File: config.mk
export PLATFORM = sky130hd
export DESIGN_NAME = alu_op_issuer
export DESIGN_NICKNAME = d
export VERILOG_FILES = /design/src/rtl/alu_op_issuer.sv
export SDC_FILE = /design/constraint.sdc
export NUM_CORES = 1
export LEC_CHECK = 0
export ABC_CLOCK_PERIOD_IN_PS = 6100
export CAP_MARGIN = 40
export CORE_MARGIN = 4
export CORE_UTILIZATION = 36
export CTS_BUF_LIST = sky130_fd_sc_hd__clkbuf_16
export DETAILED_ROUTE_END_ITERATION = 10
export GPL_TIMING_DRIVEN = 0
export PLACE_DENSITY_LB_ADDON = 0.25
export SYNTH_ARGS = -nofsm -noshare
export SYNTH_HDL_FRONTEND = slang
export SYNTH_SLANG_ARGS = --single-unit
export TNS_END_PERCENT = 10
File: constraint.sdc
create_clock -name clk -period 6.1 [get_ports clk]
set_input_delay 1.22 -clock clk [delete_from_list [all_inputs] [get_ports clk]]
set_output_delay 1.22 -clock clk [all_outputs]
set_load 0.1 [all_outputs]
File: src/rtl/alu_op_issuer.sv
// alu_op_issuer: queues ALU commands (cmd_*), issues them on alu_a/alu_b/alu_op_sel, waits ALU_LAT cycles, returns alu_result on rsp_* (busy = work pending); define ALU_OP_ISSUER_CHECK_EN to flag result mismatches on rsp_err
module alu_op_issuer #(
  parameter int WIDTH      = 32,
  parameter int ALU_LAT    = 1,
  parameter int FIFO_DEPTH = 4
) (
  input  logic             clk,
  input  logic             rst_n,
  input  logic             cmd_valid,
  output logic             cmd_ready,
  input  logic [WIDTH-1:0] cmd_a,
  input  logic [WIDTH-1:0] cmd_b,
  input  logic [1:0]       cmd_op,
  output logic [WIDTH-1:0] alu_a,
  output logic [WIDTH-1:0] alu_b,
  output logic [1:0]       alu_op_sel,
  input  logic [WIDTH-1:0] alu_result,
  output logic             rsp_valid,
  input  logic             rsp_ready,
  output logic [WIDTH-1:0] rsp_result,
  output logic [1:0]       rsp_op,
  output logic             rsp_err,
  output logic             busy
);
  localparam int AW = $clog2(FIFO_DEPTH);
  localparam logic [AW:0] ptr_one = 1;
  typedef enum logic [1:0] {IDLE, WAIT, HOLD} state_t;
  state_t state;
  logic [WIDTH-1:0] a_mem [FIFO_DEPTH];
  logic [WIDTH-1:0] b_mem [FIFO_DEPTH];
  logic [1:0] op_mem [FIFO_DEPTH];
  logic [AW:0] wp, rp;
  logic [3:0] cnt;
  logic [1:0] tag;
  logic empty, full, push, pop;
  logic [WIDTH-1:0] head_a, head_b;
  logic [1:0] head_op;
  assign empty = wp == rp;
  assign full = (wp[AW] != rp[AW]) && (wp[AW-1:0] == rp[AW-1:0]);
  assign cmd_ready = !full;
  assign push = cmd_valid && !full;
  assign pop = !empty && (state == IDLE || (state == HOLD && rsp_ready));
  assign busy = !empty || state != IDLE;
  assign head_a = a_mem[rp[AW-1:0]];
  assign head_b = b_mem[rp[AW-1:0]];
  assign head_op = op_mem[rp[AW-1:0]];
  always_ff @(posedge clk) begin
    if (push) begin
      a_mem[wp[AW-1:0]] <= cmd_a;
      b_mem[wp[AW-1:0]] <= cmd_b;
      op_mem[wp[AW-1:0]] <= cmd_op;
    end
  end
  always_ff @(posedge clk or negedge rst_n) begin
    if (!rst_n) begin
      state <= IDLE;
      wp <= '0;
      rp <= '0;
      cnt <= '0;
      tag <= '0;
      alu_a <= '0;
      alu_b <= '0;
      alu_op_sel <= '0;
      rsp_valid <= 1'b0;
      rsp_result <= '0;
      rsp_op <= '0;
    end else begin
      if (push) wp <= wp + ptr_one;
      if (pop) begin
        rp <= rp + ptr_one;
        alu_a <= head_a;
        alu_b <= head_b;
        alu_op_sel <= head_op;
        tag <= head_op;
        cnt <= 4'(ALU_LAT);
      end
      case (state)
        IDLE: if (!empty) state <= WAIT;
        WAIT: begin
          if (cnt != 4'd0) cnt <= cnt - 4'd1;
          else begin
            rsp_result <= alu_result;
            rsp_op <= tag;
            rsp_valid <= 1'b1;
            state <= HOLD;
          end
        end
        HOLD: begin
          if (rsp_ready) begin
            rsp_valid <= 1'b0;
            state <= empty ? IDLE : WAIT;
          end
        end
        default: state <= IDLE;
      endcase
    end
  end
`ifdef ALU_OP_ISSUER_CHECK_EN
  logic [WIDTH-1:0] head_exp, exp_r;
  always_comb begin
    head_exp = head_op == 2'b00 ? head_a + head_b :
               head_op == 2'b01 ? head_a - head_b :
               head_op == 2'b10 ? head_a & head_b : head_a | head_b;
  end
  always_ff @(posedge clk or negedge rst_n) begin
    if (!rst_n) begin
      exp_r <= '0;
      rsp_err <= 1'b0;
    end else begin
      if (pop) exp_r <= head_exp;
      if (state == WAIT && cnt == 4'd0) rsp_err <= alu_result != exp_r;
      else if (state == HOLD && rsp_ready) rsp_err <= 1'b0;
    end
  end
`else
  assign rsp_err = 1'b0;
`endif
endmodule

After elaboration in Yosys (flattened, before gate mapping)
Memories as Yosys holds them, arrays and structs flattened. A register that Yosys moved wholly into a read port is not among the register bits.
Index checks and enable logic that the tools add are counted.
- flip-flop bits (word level): 47
- bits in writable memories: 264
- bits of input ports: 102
- output and inout port bits: 104
- logic and storage cells: 53
- memories: 3
- memory list (name ; depth ; bits a word ; read ports ; clocked after memory_dff ; wr ports ; line ; RTL):
    a_mem ; 4 ; 32 ; 1 ; 1 ; 1 ; 29 ; logic [WIDTH-1:0] a_mem [FIFO_DEPTH];
    b_mem ; 4 ; 32 ; 1 ; 1 ; 1 ; 30 ; logic [WIDTH-1:0] b_mem [FIFO_DEPTH];
    op_mem ; 4 ; 2 ; 1 ; 1 ; 1 ; 31 ; logic [1:0] op_mem [FIFO_DEPTH];
- add/subtract/negate cells: 3
- equality and inequality tests: 8
- multiplexer cells: 13
- bitwise operators: 1
- reductions and logical operators: 18
- operators with widths (cell ; number):
    $mux W4 ; 3
    $add A3 B1 Y3 const B ; 2
    $mux W2 ; 3
    $ne A2 B2 Y1 const B ; 3
    $pmux W2 S3 ; 1
    $reduce_and A3 Y1 ; 2
    $logic_not A1 Y1 ; 5
    $mux W1 ; 5
    $logic_and A1 B1 Y1 ; 4
    $reduce_bool A2 Y1 ; 2
    $reduce_bool A4 Y1 ; 1
    $sub A4 B1 Y4 const B ; 1
    $eq A3 B3 Y1 ; 1
    $eq A2 B1 Y1 const B ; 1
    $eq A2 B2 Y1 ; 1
    $eq A2 B2 Y1 const B ; 1
    $logic_not A2 Y1 ; 1
    $logic_or A1 B1 Y1 ; 2
    $pmux W1 S2 ; 1
    $reduce_and A2 Y1 ; 1
    $ne A1 B1 Y1 ; 1
    $not A1 Y1 ; 1

Longest topological paths before layout
Gate-level depths: netlist of run 1.
- depth in word-level cells: 7
- gate-level depth with buffers: 6
- mapped depth without buffers: 6

Worst setup path before layout of run 1
OpenSTA, ideal clock, no wires.
- path type: input-to-reg
- start: input cmd_valid
- end: memory a_mem[3][0], enable pin
- arrival time: 3.217 ns
- setup slack: 2.450 ns
- stages: 3
- buffers on the path: 0
- cells stage by stage: inv_1 a31oi_1 and2_1
- word-level cells in the longest chain between the ends: 3
- RTL lines (element ; line ; RTL):
    start, declared ; 9 ; input logic cmd_valid,
    $logic_and A1 B1 Y1 ; 41 ; assign push = cmd_valid && !full;
    $mux W1 ; 48 ; if (push) begin
    $mux W1 (not written as such) ; 49 ; a_mem[wp[AW-1:0]] <= cmd_a;
    end, declared ; 29 ;
No other way between the ends.

Worst setup path in the final report of run 1
- start: register rp[1]
- end: output busy
- word-level cells in the longest chain between the ends: 3
- RTL lines (element ; line ; RTL):
    start, declared ; 32 ; logic [AW:0] wp, rp;
    start signal, assigned ; 70 ; rp <= rp + ptr_one;
    $eq A3 B3 Y1 ; 38 ; assign empty = wp == rp;
    $logic_not A1 Y1 ; n/a ;
    $logic_or A1 B1 Y1 ; 43 ; assign busy = !empty || state != IDLE;
    end, declared ; 23 ; output logic busy
No other way between the ends.

==> metrics, run 1 <==
wire per inst 19.8 µm; Die Area 41900 µm²; Crit path buffers/inverters 3; syn nets 733; area of the core 37900 µm²; Setup WS pre-CTS 2.56 ns; Fin Clk Skew 0.0205 ns; GRT Util Overall 14.6%; hold path startpoint rsp_valid$_DFFE_PN0P_; area of all sequential standard cells 10800 µm²; ratio of final minimum period to clock period 59.6%; Synth area leader edfxtp_1; Area Overhead vs Synth 43.3%; drt first pass iters 4; status finished clean; Worst path slowest cell clkdlybuf4s50_1; global-route wire length before repair 47100 µm; Skew-Pair Late Insertion Delay 0.54 ns; Tightest Pin Transition 0.797 ns; mapped cell area 13900 µm²; hold_buf cts 0; residual DRC count 0; Post-Syn Instances 625; H-tree levels 2; share of layout cells above drive strength 1 34.8%; min-delay worst type reg2reg; 1st-iter DRT viols 263; Setup WS post-layout 2.46 ns; Max-slew headroom 46.9%; TritonCTS clock tree done; post-CTS setup buffer count 0; non-filler cells, final 1527; crit end category primary output; FF-to-FF Start rp[1]$_DFFE_PN0P_; Worst Hold End rsp_valid$_DFFE_PN0P_; Max Cap Viol 0; FP Rows 71; gpl congestion 0.667; fmax 275 MHz; Final setup viols 0; nets 1092; crit-path leading delay family buffers and inverters; Worst R2R Path Depth 5; #FFs+latches synth 377; I/O pin cnt 206; Routed WL 30300 µm; Avg Inst Size Synth 22.3 µm²; FILL cells 3001; startpoint types flip-flop; pins over their slew limit 0; reg-to-reg slack, setup 3.45 ns; critical path type reg2out; CTS root buf clkbuf_16; routed via count 7139; worst setup path startpoint rp[1]$_DFFE_PN0P_; Worst-path clk slew 0.06 ns; cts bufs inserted 41; vias in the first global route 8027; pin count of the biggest net entering global routing 76; Hold Fails Final Rpt 0; Clock Path Buffers 3; top post-synthesis cells by area edfxtp_1 57%, dfrtp_1 20%, mux4_2 11%; Routed Antenna Nets 0; multi-input logic area 3010 µm²; library cells used by synthesis 33; cell area after layout 20000 µm²; antenna cells 0; max incr delay on CP 0.55 ns; placed instance area 18700 µm²; Port Buffers 204; post-synthesis sequential area ratio 77.1%; Reg2Reg Capture Point alu_a[17]$_DFFE_PN0P_; global route overflow 0; unrepaired setup endpoints after global routing false; critical path required time 4.88 ns; hold depth 1; final worst path period need 3.64 ns; Placed Cells incl. Taps 1452; Synth top area share 56.9%; vias per cell 4.68; crit-path cells buf_2 -> xnor2_1 -> nand4_1 -> clkdlybuf4s50_1 -> buf_16; Die W 205 µm; Die Ht 205 µm; Yosys warnings 0; setup TNS 0 ns; starting density of the core 36.8%; post-DP HPWL 19600 µm; initial antenna violation count 1; CP Max Fanout 5; clock sink count 377; post-CTS sizing 0; CP arrival 2.42 ns
-- layout by cell type (no fill, tap or decap), types with 2 or more instances in the layout --
master	count
and2_4	4
buf_16	30
buf_2	8
buf_4	2
buf_6	11
buf_8	79
bufinv_16	3
clkbuf_1	9
clkbuf_16	43
clkdlybuf4s50_1	203
clkinv_1	6
clkinv_2	6
dfrtp_1	113
edfxtp_1	264
ha_1	6
inv_1	19
mux2_1	6
mux2_2	96
mux4_2	66
nand2_1	6
nand2b_1	3
nor2_1	2
nor2b_1	2
o21ai_0	3
o22ai_1	2
xnor2_1	5
xor2_1	3
-- cell type report --
type | count | share of cell area, %
sequential | 377 | 53.8
timing repair buffer | 316 | 20.5
multi-input combinational | 216 | 15.1
clock buffer | 43 | 5.39
tap | 511 | 3.20
clock inverter | 32 | 1.10
buffer | 27 | 0.858
inverter | 5 | 0.0939
-- synth_stat cells --
library cell,number
nand3b_1,1
nor3b_1,1
nand2_1,6
dfrtp_1,113
ha_1,6
buf_4,2
clkbuf_1,9
conb_1,1
a31oi_1,1
inv_1,5
nor3_2,1
nand2b_1,3
mux2_2,96
a311oi_4,1
or2_2,1
nor2b_1,2
mux4_2,66
nand3_1,1
nor2_1,2
o21ai_0,3
mux2_1,6
buf_2,8
buf_6,7
xnor2_1,5
edfxtp_1,264
and2_1,4
xor2_1,3
a21o_1,1
nand4_1,1
buf_1,1
o41ai_1,1
or4_1,1
o22ai_1,2
-- worst max path at each step --
stage / to / slack (ns) / cells after the start
global route: busy / 2.33 / 5
detailed placement: b_mem[3][7]$_DFFE_PP_ / 2.56 / 5
global placement: alu_b[5]$_DFFE_PN0P_ / -1.51 / 1
floorplan: a_mem[3][0]$_DFFE_PP_ / 2.45 / 3
CTS: busy / 2.40 / 5
finish: busy / 2.46 / 5
-- metal layers --
| metal | global-route usage [%] | wire length [µm] |
|---|---|---|
| met1 | 19.5 | 13000 |
| met2 | 24.7 | 15000 |
| met3 | 3.20 | 1700 |
| met4 | 3.71 | 596 |
| met5 | 0 | 0 |
-- flip-flops by register name, indices dropped and copies added (netlist names) --
name	count
b_mem	128
a_mem	128
rsp_op	2
rp	3
rsp_result	32
alu_a	32
rsp_valid	1
wp	3
cnt	4
state	2
alu_b	32
tag	2
op_mem	8
-- worst reg2reg max path, stage by stage (launching register included) --
cell      delay (ns)
dfrtp_1         0.34
buf_2           0.21
clkbuf_1        0.63
clkbuf_1        0.65
mux4_2          0.40
mux2_1          0.30
-- cell families after synthesis --
family	after synthesis	share of synthesized area [%]
flip-flops	377	77.1
multiplexers	168	18.9
buffers and inverters	32	1.36
AND/OR/NAND/NOR	24	0.978
AO/OA/AOI/OAI	9	0.547
XOR/XNOR	8	0.503
adder cells (fa/ha/maj)	6	0.538
other	1	0.0269
-- metrics by stage --
step / hold slack, ns / utilization, %
detailed placement: 0.467 / 49.2
CTS: 0.480 / 52.7
global placement: 0.462 / 43.8
floorplan: 0.498 / -
global route: 0.508 / 52.7
finish: 0.479 / 52.7
Power of run 1 is not shown: default switching activity piles up to over one toggle a cycle in this logic, so the estimate is an artifact.
==> inputs of run 2 (changes only) <==
- ABC_CLOCK_PERIOD_IN_PS: 6100 -> 3500
- clock period: 6.1 -> 3.5 ns (I/O delays scaled with it)
==> results of run 2 <==
The final DEF is identical to that of run 1. Status: finished clean.
Main changes from that run: setup slack after placement 2.56 ns -> 0.483 ns; setup slack after layout 2.46 ns -> 0.383 ns; hold slack 0.479 ns -> 0.0808 ns; register-to-register setup slack 3.45 ns -> 0.85 ns
Power of run 2 is left out for the same reason.
==> inputs of run 3 (changes only) <==
- PLACE_DENSITY: default -> 0.55
- PLACE_DENSITY_LB_ADDON: 0.25 -> default
- SLEW_MARGIN: default -> 40
==> run 3 against run 2 <==
Net effect: setup slack better by 0.41 ns; register-to-register slack better by 0.05 ns; die area unchanged; fmax up 15%; critical path type unchanged; highest routed layer is now met5.
==> metrics, run 3 (synthesis results as in run 1) <==
hold_buf cts 0; unrepaired setup endpoints after global routing false; vias in the first global route 7415; pin count of the biggest net entering global routing 65; Reg2Reg Capture Point alu_a[17]$_DFFE_PN0P_; pins over their slew limit 0; share of layout cells above drive strength 1 39.5%; CTS root buf clkbuf_16; reg-to-reg slack, setup 0.90 ns; critical path required time 2.80 ns; Tightest Pin Transition 0.753 ns; routed via count 6830; FP Rows 71; startpoint types flip-flop; CP arrival 2.01 ns; wire per inst 20.6 µm; Max-slew headroom 49.8%; Die W 205 µm; Worst-path clk slew 0.06 ns; Clock Path Buffers 3; clock sink count 377; FILL cells 3277; final worst path period need 2.71 ns; nets 992; I/O pin cnt 206; gpl congestion 0.668; min-delay worst type in2async; Routed WL 29400 µm; status finished clean; starting density of the core 36.8%; Fin Clk Skew 0.0151 ns; Area Overhead vs Synth 26.5%; GRT Util Overall 14.2%; Die Area 41900 µm²; post-DP HPWL 18600 µm; Hold Fails Final Rpt 0; initial antenna violation count 1; 1st-iter DRT viols 360; vias per cell 4.78; post-CTS sizing 0; Routed Antenna Nets 0; Skew-Pair Late Insertion Delay 0.55 ns; Port Buffers 204; FF-to-FF Start rp[1]$_DFFE_PN0P_; post-CTS setup buffer count 0; cts bufs inserted 42; CP Max Fanout 5; fmax 369 MHz; critical path type reg2out; global-route wire length before repair 45200 µm; area of the core 37900 µm²; TritonCTS clock tree done; area of all sequential standard cells 10800 µm²; Final setup viols 0; commonest non-fill, non-tap cell in the layout edfxtp_1; multi-input logic area 3010 µm²; Max Cap Viol 0; crit end category primary output; antenna cells 0; drt first pass iters 4; residual DRC count 0; ratio of final minimum period to clock period 77.3%; commonest non-fill, non-tap cells in the layout 264 x edfxtp_1, 113 x dfrtp_1, 112 x buf_2; H-tree levels 2; Die Ht 205 µm; Worst R2R Path Depth 5; global route overflow 0; setup TNS 0 ns
==> run 3: cell count changes in the layout (fill, tap and decap cells not counted), sizes merged <==
cell,change
clkdlybuf4s50,-103
bufinv,-2
clkinv,+6
clkbuf,+2
buf,+2
clkinvlp,+2
inv,-5
==> run 3: worst max-delay path: stages, from the launching register on <==
cell     delay, ns
dfrtp_1       0.38
buf_2         0.18
xnor2_1       0.42
nand4_1       0.14
buf_2         0.33
==> run 3: layer usage <==
| layer | GRT usage (%) | wire length (µm) |
|---|---|---|
| met1 | 19.0 | 12800 |
| met2 | 23.1 | 14000 |
| met3 | 3.67 | 1960 |
| met4 | 4.38 | 613 |
| met5 | 0 | 7 |
==> run 3: worst max path at each step <==
stage               cells past startpoint              start  slack (ns)                endpoint
floorplan                               4  rp[1]$_DFFE_PN0P_        0.33   a_mem[3][0]$_DFFE_PP_
global placement                        1              rst_n       -3.72    alu_b[3]$_DFFE_PN0P_
finish                                  4  rp[1]$_DFFE_PN0P_        0.79                    busy
CTS                                     4  rp[1]$_DFFE_PN0P_        0.71                    busy
global route                            5  rp[1]$_DFFE_PN0P_        0.68   alu_a[14]$_DFFE_PN0P_
detailed placement                      5          cmd_valid        0.68  a_mem[1][31]$_DFFE_PP_
==> run 3: cell type report <==
type | count | area share (%)
Timing Repair Buffer | 215 | 9.88
Sequential cell | 377 | 61.0
Multi-Input combinational cell | 216 | 17.0
Inverter | 5 | 0.106
Buffer | 27 | 0.993
Tap cell | 511 | 3.63
Clock inverter | 33 | 0.986
Clock buffer | 45 | 6.38
==> run 3: metrics by stage <==
| step | std cells | worst slack [ns] | area, µm² | utilization, % | hold WS [ns] |
|---|---|---|---|---|---|
| floorplan | 625 | 0.333 | 13900 | - | 0.404 |
| global placement | 1340 | -3.72 | 16600 | 43.8 | 0.461 |
| detailed placement | 1351 | 0.684 | 16300 | 43.1 | 0.477 |
| CTS | 1429 | 0.714 | 17600 | 46.5 | 0.0676 |
| global route | 1429 | 0.677 | 17600 | 46.5 | 0.0873 |
| finish | 1429 | 0.793 | 17600 | 46.5 | 0.0712 |
Power of run 3 is left out for the same reason.
